File: config.mk
export PLATFORM = sky130hd
export DESIGN_NAME = im2col_window_feeder
export DESIGN_NICKNAME = d
export VERILOG_FILES = /design/src/rtl/im2col_window_feeder.sv
export SDC_FILE = /design/constraint.sdc
export NUM_CORES = 1
export LEC_CHECK = 0
export CAP_MARGIN = 20
export CORE_MARGIN = 10
export CORE_UTILIZATION = 59
export DETAILED_ROUTE_END_ITERATION = 8
export PLACE_DENSITY_LB_ADDON = 0.05
export SYNTH_ARGS = -nofsm -noshare
export SYNTH_HDL_FRONTEND = slang
export SYNTH_SLANG_ARGS = --single-unit
File: constraint.sdc
create_clock -name i_clk -period 14.4 [get_ports i_clk]
set_clock_uncertainty 0.1 [all_clocks]
set_input_delay 3.6 -clock i_clk [delete_from_list [all_inputs] [get_ports i_clk]]
set_output_delay 3.6 -clock i_clk [all_outputs]
set_load 0.05 [all_outputs]
File: src/rtl/im2col_window_feeder.sv
// im2col_window_feeder: streams KxK im2col windows of one channel from input SRAM, zero-filling padded taps
module im2col_window_feeder #(
  parameter int ADR_W   = 16,
  parameter int SRAM_W  = 64,
  parameter int K       = 3,
  parameter int DIM_W   = 7,
  parameter int MAX_PAD = 2
) (
  input  logic              i_clk,
  input  logic              i_rst,
  input  logic              i_start,
  input  logic [ADR_W-1:0]  cfg_base_addr,
  input  logic [DIM_W-1:0]  cfg_height,
  input  logic [DIM_W-1:0]  cfg_width,
  input  logic [1:0]        cfg_pad,
  input  logic [1:0]        cfg_stride,
  output logic [ADR_W-1:0]  o_sram_addr,
  output logic              o_sram_rden,
  input  logic [SRAM_W-1:0] i_sram_data,
  output logic              o_win_valid,
  input  logic              i_win_ready,
  output logic [8*K*K-1:0]  o_win,
  output logic              o_busy,
  output logic              o_finished
);
  localparam int LB = $clog2(SRAM_W / 8);
  localparam int CW = DIM_W + 2;
  localparam int PW = 2 * DIM_W + 1;
  localparam int RW = $clog2(K + 1);
  localparam int TW = $clog2(K * K + 1);
  localparam logic [2:0] IDLE = 3'd0, FETCH = 3'd1, DRAIN = 3'd2, OUT = 3'd3, DONE = 3'd4;
  logic [2:0] state_q, state_d;
  logic [ADR_W-1:0] base_q, base_d, addr_q, addr_d;
  logic [DIM_W-1:0] h_q, h_d, w_q, w_d;
  logic [1:0] pad_q, pad_d, str_q, str_d, pad_in;
  logic [CW-1:0] oy_q, oy_d, ox_q, ox_d, iy, ix, hp, wp;
  logic [RW-1:0] r_q, r_d, c_q, c_d;
  logic [TW-1:0] wt_q, wt_d;
  logic [LB-1:0] lane_q, lane_d;
  logic [K*K-1:0][7:0] win_q, win_d;
  logic wr_q, wr_d, wpad_q, wpad_d, tap_pad, col_last, last_tap, row_end, empty;
  logic [PW-1:0] pix;
  assign pad_in = cfg_pad > 2'(MAX_PAD) ? 2'(MAX_PAD) : cfg_pad;
  assign empty = CW'(cfg_height) + CW'({pad_in, 1'b0}) < CW'(K) || CW'(cfg_width) + CW'({pad_in, 1'b0}) < CW'(K);
  assign hp = CW'(h_q) + CW'({pad_q, 1'b0});
  assign wp = CW'(w_q) + CW'({pad_q, 1'b0});
  assign iy = oy_q + CW'(r_q) - CW'(pad_q);
  assign ix = ox_q + CW'(c_q) - CW'(pad_q);
  assign tap_pad = iy[CW-1] || ix[CW-1] || iy >= CW'(h_q) || ix >= CW'(w_q);
  assign pix = PW'(iy[DIM_W-1:0]) * PW'(w_q) + PW'(ix[DIM_W-1:0]);
  assign col_last = c_q == RW'(K - 1);
  assign last_tap = col_last && r_q == RW'(K - 1);
  assign row_end = ox_q + CW'(str_q) + CW'(K) > wp;
  assign o_sram_rden = state_q == FETCH && !tap_pad;
  assign addr_d = o_sram_rden ? base_q + ADR_W'(pix >> LB) : addr_q;
  assign o_sram_addr = addr_d;
  assign o_win_valid = state_q == OUT;
  assign o_win = win_q;
  assign o_busy = state_q != IDLE;
  assign o_finished = state_q == DONE;
  always_comb begin
    state_d = state_q;
    base_d = base_q;
    h_d = h_q;
    w_d = w_q;
    pad_d = pad_q;
    str_d = str_q;
    oy_d = oy_q;
    ox_d = ox_q;
    r_d = r_q;
    c_d = c_q;
    wr_d = state_q == FETCH;
    wpad_d = tap_pad;
    wt_d = TW'(r_q * K + c_q);
    lane_d = pix[LB-1:0];
    win_d = win_q;
    if (wr_q) win_d[wt_q] = wpad_q ? 8'd0 : i_sram_data[8*lane_q +: 8];
    case (state_q)
      IDLE: if (i_start) begin
        base_d = cfg_base_addr;
        h_d = cfg_height;
        w_d = cfg_width;
        pad_d = pad_in;
        str_d = cfg_stride == 2'd0 ? 2'd1 : cfg_stride;
        oy_d = '0;
        ox_d = '0;
        r_d = '0;
        c_d = '0;
        win_d = '0;
        state_d = empty ? DONE : FETCH;
      end
      FETCH: begin
        c_d = col_last ? '0 : c_q + RW'(1);
        r_d = last_tap ? '0 : col_last ? r_q + RW'(1) : r_q;
        state_d = last_tap ? DRAIN : FETCH;
      end
      DRAIN: state_d = OUT;
      OUT: if (i_win_ready) begin
        win_d = '0;
        ox_d = row_end ? '0 : ox_q + CW'(str_q);
        oy_d = row_end ? oy_q + CW'(str_q) : oy_q;
        state_d = row_end && oy_q + CW'(str_q) + CW'(K) > hp ? DONE : FETCH;
      end
      default: state_d = IDLE;
    endcase
  end
  always_ff @(posedge i_clk) begin
    if (i_rst) begin
      state_q <= IDLE;
      base_q <= '0;
      addr_q <= '0;
      h_q <= '0;
      w_q <= '0;
      pad_q <= '0;
      str_q <= '0;
      oy_q <= '0;
      ox_q <= '0;
      r_q <= '0;
      c_q <= '0;
      wt_q <= '0;
      lane_q <= '0;
      win_q <= '0;
      wr_q <= 1'b0;
      wpad_q <= 1'b0;
    end else begin
      state_q <= state_d;
      base_q <= base_d;
      addr_q <= addr_d;
      h_q <= h_d;
      w_q <= w_d;
      pad_q <= pad_d;
      str_q <= str_d;
      oy_q <= oy_d;
      ox_q <= ox_d;
      r_q <= r_d;
      c_q <= c_d;
      wt_q <= wt_d;
      lane_q <= lane_d;
      win_q <= win_d;
      wr_q <= wr_d;
      wpad_q <= wpad_d;
    end
  end
endmodule
==> impl_metrics.toml <==
[setup_path]
r2r_cells = 26
critPathKind = "reg -> out"
path_delay_family = "adder cells"
cp-end-kind = "primary output"
timing.rr.start = "pad_q[1]"
startpoint = "pad_q[1]"
cp-start-kind = "flip-flop"
reg2reg_slack_ns = 6.41
critical_path.endpoint = "o_sram_addr[15]"
crit_slowest_cell = "clkdlybuf4s50_1"
r2r-end = "addr_q[14]"
critPathMaxStageDelay_ns = 0.85
cp_common_cell = "fa_1"
worstPathArrival_ns = 8.81
crit_buf_inv = 3
crit_fanout = 8
critical_path_required_ns = 10.70
crit_cells = 29

[global_route]
overflow = 0
grt_pass1_vias = 10100
track_usage_pct = 25.5
antenna_found_initial = 1
grt_pass1_wl_um = 54100
grt_max_degree = 73

[timing]
finalMaxSlewViolations = 0
timing.fmax_mhz = 80.0
worstMarginPinSlew_ns = 1.06
finalSetupTns_ns = 0
post-route-period-util_pct = 86.8
slew_headroom_pct = 29.0
setup-violations-final = 0
hold_slack_ns = 0.362
worst_slack_ns = 1.89
finalHoldViolCount = 0
min_period_ns = 12.51
rsz0062_at_grt = "false"

[yosys]
ys_ff_latch = 156
ys_seq_area_share_pct = 26.8
ys_types = 69
yosysWarnings = 0
synth_area_um2 = 11700
synth_simple_gate_area_share_pct = 19.8
synth_ff_type = "dfxtp_1"
synth_fa_ha_area_share_pct = 21.2
synth_nets = 1632
synth_edf_count = 0
synthXorXnorAreaFrac_pct = 5.10
synth-compound-area-share_pct = 13.2
synthMuxAreaShare_pct = 8.13
async_flop_share_pct = 0
syn_area_per_cell_um2 = 8.58
synthCells = 1359
synth_top_family_by_area = "adder cells"

[power_and_ir_drop]
peakVddDrop_mv = 0.0885
power_mw = 1.33
leakagePower_nw = 5.93
cellPowerDensity_nw_per_um2 = 92.1

[route]
vias = 10400
met3_length_um = 1990
routedWlPerCell_um = 18.6
routed_wl_um = 33600
routed_via_density = 5.77
ant_nets = 0
wl_met2_um = 16300
top_layer_used = "met5"
wl_met1_um = 14700
dr.pass1.iters = 6
drt-initial-drc-count = 641
drc = 0

[cts]
cts_tree = "yes"
clkSlewWorstSetupHoldPaths_ns = 0.07
clock-root-buffer = "clkbuf_16"
htree_levels = 4
cts_setup_buffers = 0
cts_buffers = 17
clock-sinks = 156
clk_latency_ns = 0.44
ctsHoldBuffers = 0
clk_path_buf_depth = 2
ctsResizeCount = 0

[die]
die_width_um = 161
initial_core_util_pct = 59.9
num_rows = 51
dieArea_um2 = 25800
io_pins = 194
chipHeight_um = 161
core_area_um2 = 19500

[place]
gp_congestion = 0.925
dpl_worst_slack_ns = 2.42
dpl.hpwl_um = 26300
placed_cell_area_um2 = 13800
portBuffers = 193

[run]
drv_cap = 0

[run_status]
status = "completed"

[final_layout]
antennaDiodeCount = 0
area_delta_synth_final_pct = 23.6
final_cell_mix = "clkdlybuf4s50_1, dfxtp_1, nor2_1, ha_1, a21oi_1"
drive_gt1_share_pct = 4.81
final_nets = 1801
final_common_cell = "clkdlybuf4s50_1"
design_area_um2 = 14400

[min_path]
hp-class = "reg -> reg"
area by class of cell:
type | instances | area [um2]
fillers | 1485 | 5050
flip-flops and latches | 156 | 3120
well taps | 265 | 332
repair buffers | 203 | 2030
multi-input cells | 1031 | 7870
clock buffers | 18 | 439
inverters | 119 | 447
clock inverters | 13 | 179
routing by layer:
layer	vias up	GRT usage, %
met5	-	0
met4	2	7.51
met3	49	4.55
met2	345	43.0
met1	5006	32.6
li1	5018	-
flip-flops by register name (all words and copies together) (netlist names):
signal   count
pad_q        2
wt_q         4
wr_q         1
c_q          2
w_q          7
wpad_q       1
str_q        2
h_q          7
r_q          2
base_q      16
oy_q         9
lane_q       3
addr_q      16
ox_q         9
state_q      3
o_win       72
cell usage after synthesis, types with 4 or more instances:
cell type	instances	area, um2
o211ai_1	9	67.6
a21oi_1	121	606
xor2_1	17	149
ha_1	127	1590
o2111ai_1	4	35.0
or3_1	9	56.3
clkbuf_1	38	143
o21a_1	9	67.6
a41oi_1	5	43.8
a221oi_1	4	35.0
buf_4	5	37.5
buf_1	5	18.8
nor2_1	142	533
and2_1	50	313
nor3_1	59	295
nand2b_1	8	50.1
a211oi_1	11	82.6
a31oi_1	5	31.3
nor2b_1	18	113
nand3b_1	6	45.0
nand4_1	5	31.3
o22ai_1	5	31.3
xnor2_1	49	429
o21ai_0	22	110
and3_1	8	50.1
dfxtp_1	156	3120
a22oi_1	5	37.5
fa_1	44	881
nand2_1	117	439
mux4_2	16	360
nand3_1	24	120
nor3b_1	6	45.0
mux2_1	14	158
a21o_1	13	97.6
mux2i_1	43	430
inv_1	118	443
or4_1	9	67.6
power by group:
group / switching (mW) / leakage (nW) / total [mW] / internal, mW
Sequential: 0.0216 / 1.26 / 0.466 / 0.445
Combinational: 0.222 / 4.37 / 0.376 / 0.155
Clock: 0.203 / 0.294 / 0.485 / 0.282
Total: 0.446 / 5.93 / 1.33 / 0.881
worst reg2reg max path, cell delays in order (launching register included):
cell and delay, ns:
dfxtp_1 0.55, fa_1 0.51, fa_1 0.47, nor2b_1 0.17
o31a_1 0.19, o21a_1 0.12, nor2_1 0.05, xnor2_1 0.52
and2_1 0.24, fa_1 0.44, fa_1 0.47, fa_1 0.54
inv_1 0.05, fa_1 0.52, inv_1 0.04, ha_1 0.25
or4_1 0.51, a31oi_1 0.23, xnor2_1 0.15, ha_1 0.30
nor2_1 0.13, nor2_1 0.07, a41oi_1 0.42, o21ai_0 0.19
xor2_1 0.17, mux2_1 0.32, and2_1 0.16
per-stage QoR:
stage | util, % | std cells
floorplan | - | 1359
global placement | 70.7 | 1772
detailed placement | 70.7 | 1773
CTS | 73.9 | 1804
global route | 74.0 | 1805
finish | 74.0 | 1805
worst min-delay path by stage:
stage                         start        end  cells after the start
after floorplan           base_q[0]  base_q[0]                      2
after global placement    base_q[2]  base_q[2]                      2
after detailed placement  base_q[3]  base_q[3]                      2
after CTS                 base_q[3]  base_q[3]                      2
after global routing      base_q[4]  base_q[4]                      2
final                     base_q[3]  base_q[3]                      2
kinds of logic (layout without fill, tap and decap cells):
logic type               count (synthesis)  in the layout
buffers and inverters                  172            353
AO/OA/AOI/OAI                          242            242
adder cells (fa/ha/maj)                171            171
flip-flops                             156            156
XOR/XNOR                                67             67
multiplexers                            73             73
AND/OR/NAND/NOR                        478            478
(Power assumes the default switching activity.)
